`src/rtl/bus_pkg.sv`:
```
// bus_pkg: FSM states, slave-ID width and master index shared by the bus arbiter.
package bus_pkg;
  typedef enum logic [1:0] {IDLE, ADDR, ACTIVE, RELEASE} state_e;
  localparam int SLV_ID_BITS = 2;
  typedef enum logic {M1, M2} mst_e;
endpackage

```
`src/rtl/counter.sv`:
```
// counter: up-counter with synchronous clear, used as the arbiter's grant timeout.
module counter #(
  parameter int WIDTH = 8
) (
  input  logic             clk,
  input  logic             rst_n,
  input  logic             rst,
  input  logic             incr,
  output logic [WIDTH-1:0] count
);
  always_ff @(posedge clk or negedge rst_n)
    if (!rst_n) count <= '0;
    else if (rst) count <= '0;
    else if (incr) count <= count + WIDTH'(1);
endmodule

```
`src/rtl/bus_arbiter.sv`:
```
// bus_arbiter: two-master, N-slave bus arbiter with serial slave-ID decode and grant timeout.
// Define ARB_ROUND_ROBIN_EN for round-robin tie-breaking; default build is fixed priority M1 > M2.
module bus_arbiter import bus_pkg::*; #(
  parameter int N_SLAVES    = 3,
  parameter int TIMEOUT_CYC = 255
) (
  input  logic                CLK,
  input  logic                RSTN,
  input  logic                M1_BREQ,
  input  logic                M2_BREQ,
  output logic                M1_BGRANT,
  output logic                M2_BGRANT,
  input  logic                M1_BUS_OUT,
  input  logic                M2_BUS_OUT,
  input  logic                M1_MVALID,
  input  logic                M2_MVALID,
  input  logic                M1_RW,
  input  logic                M2_RW,
  output logic                B_BUS_OUT,
  output logic                B_RW,
  output logic [N_SLAVES-1:0] AD_SEL,
  input  logic [N_SLAVES-1:0] S_ACK,
  input  logic [N_SLAVES-1:0] S_SBSY,
  input  logic [N_SLAVES-1:0] S_READY,
  input  logic [N_SLAVES-1:0] S_BUS_IN,
  output logic                B_ACK,
  output logic                B_SBSY,
  output logic                B_READY,
  output logic                B_BUS_IN,
  output logic                ARB_BUSY,
  output logic                ARB_ERR
);
  localparam int CW = $clog2(TIMEOUT_CYC + 1);
  localparam int NB = $clog2(SLV_ID_BITS + 1);
  state_e                 r_state, w_next;
  mst_e                   r_owner, w_owner, w_win;
  logic [SLV_ID_BITS-1:0] r_id, w_id;
  logic [NB-1:0]          r_nbits, w_nbits;
  logic                   r_err, w_err;
  logic [CW-1:0]          w_count;
  logic                   w_req_own, w_vld_own, w_bit_own, w_rw_own, w_held, w_act;

  assign w_req_own = r_owner == M2 ? M2_BREQ   : M1_BREQ;
  assign w_vld_own = r_owner == M2 ? M2_MVALID : M1_MVALID;
  assign w_bit_own = r_owner == M2 ? M2_BUS_OUT : M1_BUS_OUT;
  assign w_rw_own  = r_owner == M2 ? M2_RW     : M1_RW;

`ifdef ARB_ROUND_ROBIN_EN
  mst_e r_last;
  assign w_win = (M1_BREQ && M2_BREQ) ? (r_last == M1 ? M2 : M1) : (M1_BREQ ? M1 : M2);
  always_ff @(posedge CLK or negedge RSTN)
    if (!RSTN) r_last <= M2;
    else if (r_state == IDLE && (M1_BREQ || M2_BREQ)) r_last <= w_win;
`else
  assign w_win = M1_BREQ ? M1 : M2;
`endif

  counter #(.WIDTH(CW)) u_tmo (
    .clk   (CLK),
    .rst_n (RSTN),
    .rst   (!w_act),
    .incr  (w_act),
    .count (w_count)
  );

  always_comb begin
    w_next  = r_state;
    w_owner = r_owner;
    w_id    = r_id;
    w_nbits = r_nbits;
    w_err   = 1'b0;
    case (r_state)
      IDLE:
        if (M1_BREQ || M2_BREQ) begin
          w_next  = ADDR;
          w_owner = w_win;
          w_id    = '0;
          w_nbits = '0;
        end
      // Once all ID bits are in, one decode cycle picks ACTIVE or an error release.
      ADDR:
        if (r_nbits == NB'(SLV_ID_BITS)) begin
          w_next = int'(r_id) < N_SLAVES ? ACTIVE : RELEASE;
          w_err  = !(int'(r_id) < N_SLAVES);
        end else if (w_vld_own) begin
          w_id    = {w_bit_own, r_id[SLV_ID_BITS-1:1]};
          w_nbits = r_nbits + NB'(1);
        end
      // A dropped request takes precedence over a simultaneous timeout.
      ACTIVE:
        if (!w_req_own) w_next = RELEASE;
        else if (w_count == CW'(TIMEOUT_CYC - 1)) begin
          w_next = RELEASE;
          w_err  = 1'b1;
        end
      default: w_next = IDLE;
    endcase
  end

  always_ff @(posedge CLK or negedge RSTN)
    if (!RSTN) begin
      r_state <= IDLE;
      r_owner <= M1;
      r_id    <= '0;
      r_nbits <= '0;
      r_err   <= 1'b0;
    end else begin
      r_state <= w_next;
      r_owner <= w_owner;
      r_id    <= w_id;
      r_nbits <= w_nbits;
      r_err   <= w_err;
    end

  assign w_held    = r_state == ADDR || r_state == ACTIVE;
  assign w_act     = r_state == ACTIVE;
  assign M1_BGRANT = w_held && r_owner == M1;
  assign M2_BGRANT = w_held && r_owner == M2;
  assign B_BUS_OUT = w_held && w_bit_own;
  assign B_RW      = w_held && w_rw_own;
  assign AD_SEL    = w_act ? N_SLAVES'(1) << r_id : '0;
  assign B_ACK     = |(S_ACK & AD_SEL);
  assign B_SBSY    = |(S_SBSY & AD_SEL);
  assign B_READY   = |(S_READY & AD_SEL);
  assign B_BUS_IN  = |(S_BUS_IN & AD_SEL);
  assign ARB_BUSY  = r_state != IDLE;
  assign ARB_ERR   = r_err;
endmodule

```
`config.mk`:
```
export PLATFORM = sky130hd
export DESIGN_NAME = bus_arbiter
export DESIGN_NICKNAME = d
export VERILOG_FILES = /design/src/rtl/bus_pkg.sv /design/src/rtl/counter.sv /design/src/rtl/bus_arbiter.sv
export SDC_FILE = /design/constraint.sdc
export NUM_CORES = 1
export LEC_CHECK = 0
export CORE_UTILIZATION = 40
export CTS_CLUSTER_SIZE = 8
export DETAILED_ROUTE_END_ITERATION = 8
export DONT_BUFFER_PORTS = 1
export SLEW_MARGIN = 10
export SYNTH_ARGS = -nofsm -noshare
export SYNTH_HDL_FRONTEND = slang
export SYNTH_SLANG_ARGS = --single-unit
```
`constraint.sdc`:
```
create_clock -name CLK -period 2.1 [get_ports CLK]
set_input_delay 0.21 -clock CLK [delete_from_list [all_inputs] [get_ports CLK]]
set_output_delay 0.21 -clock CLK [all_outputs]
set_load 0.02 [all_outputs]
```
Yosys cells after proc, flatten, opt, wreduce, memory -nomap -nowiden
Cells that the tools add are included.
{"block": "totals", "regBits": 16, "inputBits": 22, "output_inout_bits": 13, "word_cells": 65}
{"block": "classes", "addsub": 2, "magnitude_cmp": 1, "n_eq_ne": 9, "shifts": 1, "muxes": 24, "n_bitwise": 5, "n_reduce_logical": 17}
{"op": "2-bit 2-to-1 mux", "count": 9}
{"op": "3-bit AND", "count": 4}
{"op": "3-bit OR reduction", "count": 4}
{"op": "1-bit 2-to-1 mux", "count": 9}
{"op": "8-bit by 1-bit adder with 8-bit output, second input constant", "count": 1}
{"op": "8-bit == test, second input constant", "count": 1}
{"op": "8-bit 2-to-1 mux", "count": 1}
{"op": "2-bit != test, second input constant", "count": 4}
{"op": "2-bit case mux with 2 select lines", "count": 2}
{"op": "2-bit case mux with 3 select lines", "count": 1}
{"op": "2-bit == test, second input constant", "count": 2}
{"op": "1-bit logical AND", "count": 4}
{"op": "4-bit AND reduction", "count": 1}
{"op": "2-bit nonzero test", "count": 2}
{"op": "3-bit 2-to-1 mux", "count": 1}
{"op": "3-bit by 2-bit != test with 1-bit output, second input constant", "count": 1}
{"op": "3-bit AND reduction", "count": 1}
{"op": "1-bit by 2-bit << shifter with 3-bit output, first input constant", "count": 1}
{"op": "2-bit by 1-bit adder with 2-bit output, second input constant", "count": 1}
{"op": "2-bit by 1-bit == test with 1-bit output, second input constant", "count": 1}
{"op": "2-bit zero test", "count": 1}
{"op": "1-bit logical OR", "count": 2}
{"op": "2-bit < comparator, second input constant", "count": 1}
{"op": "1-bit case mux with 2 select lines", "count": 1}
{"op": "3 further kinds", "count": 3}

Depth between registers and ports, before layout
Gate-level depths: netlist of run 1.
{"block": "depth", "ltp_word": 4, "ltp_mapped": 6, "mapped_depth_nobuf": 6}

Hierarchy
Synthesis of run 1 repeated with hierarchy kept, for this count alone.
{"block": "hier_totals", "cells_unflattened": 115, "hier_area_um2": 1086.0}
{"module": "bus_arbiter", "instances": 1, "cells_per_inst": 78, "area_each_um2": 689.4, "seq_area_each_um2": 200.2}
{"module": "counter", "instances": 1, "cells_per_inst": 37, "area_each_um2": 396.6, "seq_area_each_um2": 200.2}

Worst setup path before layout of run 1
Ideal clock, no wire load.
{"block": "synth_timing", "path_kind": "reg2reg", "start": "register r_state[0]", "end": "register r_id[0]", "setup_time_ps": 125, "arrival_ps": 1642, "required_time_ps": 1975, "setup_slack_ps": 334, "path_stages_with_launch": 7, "n_path_buf": 0, "period_less_slack_ps": 1766, "path_cell_list": "dfrtp_1 > inv_1 > ha_1 > inv_2 > or3_4 > o211ai_2 > mux2_2"}
{"block": "synth_between", "elab_chain_cells": 3, "word_cells_on_any_way": 8, "cone_classes": "eq/ne (4); mux (1); reduce/logical (3)"}
{"element": "start, declared", "line_no": "bus_arbiter.sv:35", "text": "state_e r_state, w_next;"}
{"element": "start signal, assigned", "line_no": "bus_arbiter.sv:108", "text": "r_state <= w_next;"}
{"element": "2-bit by 1-bit == test with 1-bit output / 2-bit zero test (equally long branches)", "line_no": "bus_arbiter.sv:72", "text": "case (r_state)"}
{"element": "2-bit != test (no line) / 2-bit nonzero test (equally long branches)"}
{"element": "4-bit AND reduction (no line)"}
{"element": "end signal, assigned", "line_no": "bus_arbiter.sv:110", "text": "r_id <= w_id;"}
{"element": "end, declared", "line_no": "bus_arbiter.sv:37", "text": "logic [SLV_ID_BITS-1:0] r_id, w_id;"}
Several ways; a longest one is shown, not always the timed one.
A chain may end at the register's enable or synchronous reset.

Final worst setup path of run 1
Ends and elaborated chain as after synthesis.

==> results of run 1 <==
## worst max path at each step
stage / endpoint / slack, ns / start
global placement: r_nbits[1]$_DFFE_PN0P_ / 0.25 / r_state[0]$_DFFE_PN0P_
detailed placement: r_nbits[1]$_DFFE_PN0P_ / 0.20 / r_state[0]$_DFFE_PN0P_
global route: r_id[0]$_DFFE_PN0P_ / 0.06 / r_state[0]$_DFFE_PN0P_
floorplan: r_id[0]$_DFFE_PN0P_ / 0.33 / r_state[0]$_DFFE_PN0P_
finish: r_id[0]$_DFFE_PN0P_ / 0.18 / r_state[0]$_DFFE_PN0P_
CTS: r_nbits[1]$_DFFE_PN0P_ / 0.17 / r_state[0]$_DFFE_PN0P_
## layer usage
metal,up-vias,global-route usage
li1,373,-
met1,363,0.2000
met2,14,0.2458
met3,2,0.05172
met4,0,0.02632
met5,-,0
## registers in the layout (all words and copies together), names as in the netlist
signal	flops
r_state	2
ARB_ERR	1
u_tmo.count	8
r_nbits	2
r_id	2
r_owner	1
## where the power goes
group,switching [mW],internal (mW),total [mW]
logic,0.470,0.368,0.838
registers,0.0935,0.381,0.474
clock network,0.102,0.106,0.208
total,0.666,0.855,1.52
## cell usage after synthesis
| master | number |
|---|---|
| mux2_4 | 2 |
| mux2_2 | 4 |
| a21oi_1 | 2 |
| nand2_1 | 7 |
| nor2_1 | 4 |
| buf_6 | 1 |
| and3b_1 | 1 |
| o211ai_2 | 1 |
| or3_4 | 1 |
| mux2i_1 | 8 |
| o221ai_2 | 1 |
| nand4_1 | 1 |
| xor2_1 | 1 |
| and3_1 | 1 |
| a211oi_1 | 1 |
| clkbuf_1 | 1 |
| a21boi_0 | 3 |
| o21ai_0 | 7 |
| and2_1 | 11 |
| buf_2 | 1 |
| nor2b_1 | 6 |
| nand3_1 | 6 |
| or3_1 | 2 |
| inv_2 | 1 |
| xnor2_1 | 3 |
| ha_1 | 7 |
| dfrtp_1 | 16 |
| nor3b_1 | 1 |
| inv_1 | 5 |
## logic make-up (layout without fill, tap and decap cells)
| family | after synthesis | in the layout | synth area share |
|---|---|---|---|
| simple gates | 41 | 41 | 0.2185 |
| flops | 16 | 16 | 0.3800 |
| compound gates | 15 | 15 | 0.09738 |
| fa+ha+maj | 7 | 7 | 0.08313 |
| buf+inv | 9 | 14 | 0.04037 |
| mux | 14 | 14 | 0.1473 |
| xor+xnor | 4 | 4 | 0.03326 |
## through the flow
step,std cells,hold WS [ns]
after CTS,140,0.003543
after detailed placement,135,-0.08522
after floorplan,106,-0.08559
after global routing,141,0.1022
after global placement,135,-0.08524
final,141,0.1107
## cell type report
type,count,share of cell area
Timing Repair Buffer,4,0.03067
Multi-Input combinational cell,81,0.5345
Sequential cell,16,0.3505
Clock buffer,4,0.03176
Inverter,6,0.01972
Tap cell,30,0.03286
==> key figures, run 1 <==
Die
  • Starting Density: 0.4253
  • Die ar.: between 0.002 and 0.003 mm^2
  • FP Rows: 18
  • DIE WIDTH: 53.32 um
  • Die height: 53.32 um
  • Core area: 0.002477 mm^2
  • Boundary Pins: 35

Cells and area
  • Most frequent cells in the layout: dfrtp_1, and2_1, mux2i_1
  • Multi-input logic area: around 610 um^2
  • Layout cell share with drive strength beyond 1: 0.1441
  • Total Nets Final: 141
  • Area grow syn2layout: 8.433%
  • Ant diodes: 0
  • Commonest non-fill, non-tap cell in the layout: dfrtp_1
  • FF/Latch Area: 400.4 um^2
  • Final core occ: 0.4611
  • # fillers: 250
  • Final Cell Area: 0.001142 mm^2

Detailed routing
  • DRC viols: 0
  • Met2 wire len: around 970 um
  • Uppermost layer routed: met4
  • DR iter-0 viols: 3
  • Wirelength per Cell: 13.76 um
  • Drt pass-1 iters: 4
  • DRT antenna net count: 0
  • Routed WL: 1.940 mm
  • DR vias: 752
  • Via/cell ratio: between 5 and 6
  • Routed length on met3: 81 um
  • Met1 Wirelength: just under 900 um

Critical path
  • Buf/Inv on CP: 2
  • CP endpoint kind: register
  • CP peak stage delay: approximately 0.43 ns
  • Worst path cell trace: inv_1 -> ha_1 -> inv_2 -> or3_4 -> o211ai_2 -> mux2_2
  • CP top delay family: flip-flops
  • R2r setup slk: 0.18 ns
  • Worst Setup Start Kind: register
  • Required @ worst endpoint: 2.28 ns
  • WP data arrival: 2.10 ns
  • Critical path class: reg2reg
  • Worst r2r dst: r_id[0]$_DFFE_PN0P_
  • R2R depth: 6
  • R2r startpoint: r_state[0]$_DFFE_PN0P_
  • Critical path depth: 6
  • Slowest-stage cell, CP: dfrtp_1
  • CP max FO: 5

CTS
  • Clock latency on the worst-skew pair: 0.29 ns
  • PostCTS Resize Cnt: 0
  • CTS Hold Buffers Added: 1
  • CTS max path bufs: 2
  • CTS buffer count: 3
  • Clk slew on worst S/H paths: 0.10 ns
  • Post-CTS setup buffers: 0
  • H-tree levels: 1
  • Clock sink count: 16
  • CTS tree: built
  • CTS root buffer: clkbuf_4

STA
  • Fmax: around 0.52 GHz
  • RSZ-0062 raised after global routing: false
  • Worst slew margin: 0.5152
  • Clock skew: roughly 0.0047 ns
  • Final setup vio count: 0
  • Fin crit share: 0.9124
  • Setup TNS: 0 ns
  • Tightest Pin Transition: 0.7248 ns
  • Setup ws final: between 0.15 and 0.2 ns
  • Final Hold Fails: 0
  • Pins Over Slew Limit: 0
  • Final min period: 1.916 ns

Worst hold path
  • Hold Path Sink: r_owner$_DFFE_PN0P_
  • HP Start: M2_BREQ
  • Worst hold stages: 2
  • Hold Path Class: in2reg

Power
  • Leakage Power: 0.5132 nW
  • Final Power: between 1.5 and 2 mW
  • P per Cell Area: 1331 mW/mm^2
  • Maximum vdd drop: 0.7657 mV

Placed design
  • Final RePlAce weighted congestion: around 0.74
  • Pre-CTS WS: slightly below 0.2 ns
  • Half-perimeter wire length after placement: 1.482 mm
  • Placed Area: 0.001086 mm^2
  • Port Buffers: 0

Yosys
  • #FFs+latches synth: 16
  • Yosys warns: 0
  • Average size of a mapped cell: 9.939 um^2
  • Post-synthesis cell type count: 29
  • Syn_nets: 135
  • Post-Syn Instances: 106
  • Top cell type by total area after synthesis: dfrtp_1
  • Post-Syn Area: 0.001054 mm^2
  • Yosys top cell area share: 0.3800
  • Largest cells by area after synthesis: dfrtp_1, ha_1, mux2i_1, and2_1, mux2_2
  • Sequential element share of the synthesized area: 0.3800

GRT
  • Overflow after GRT: 0
  • Largest net degree at the start of global routing: 18
  • Initial antenna violation count: 0
  • First-pass GRT wire length: roughly 3.2 mm
  • Vias in the first global route: 734
  • GRT Resource Usage Total: 0.1536

Status
  • Status: complete, no violations

Job
  • Number of max-cap violations: 0
No activity file was read; power rests on OpenSTA's default activity.
==> run 2: changes to the inputs <==
--- a/config.mk
+++ b/config.mk
@@ -5,6 +5,7 @@
 export SDC_FILE = /design/constraint.sdc
 export NUM_CORES = 1
 export LEC_CHECK = 0
+export ABC_CLOCK_PERIOD_IN_PS = 2100
 export CORE_UTILIZATION = 40
 export CTS_CLUSTER_SIZE = 8
 export DETAILED_ROUTE_END_ITERATION = 8
==> results of run 2 <==
The final DEF is identical to that of run 1; final timing and power are the same.
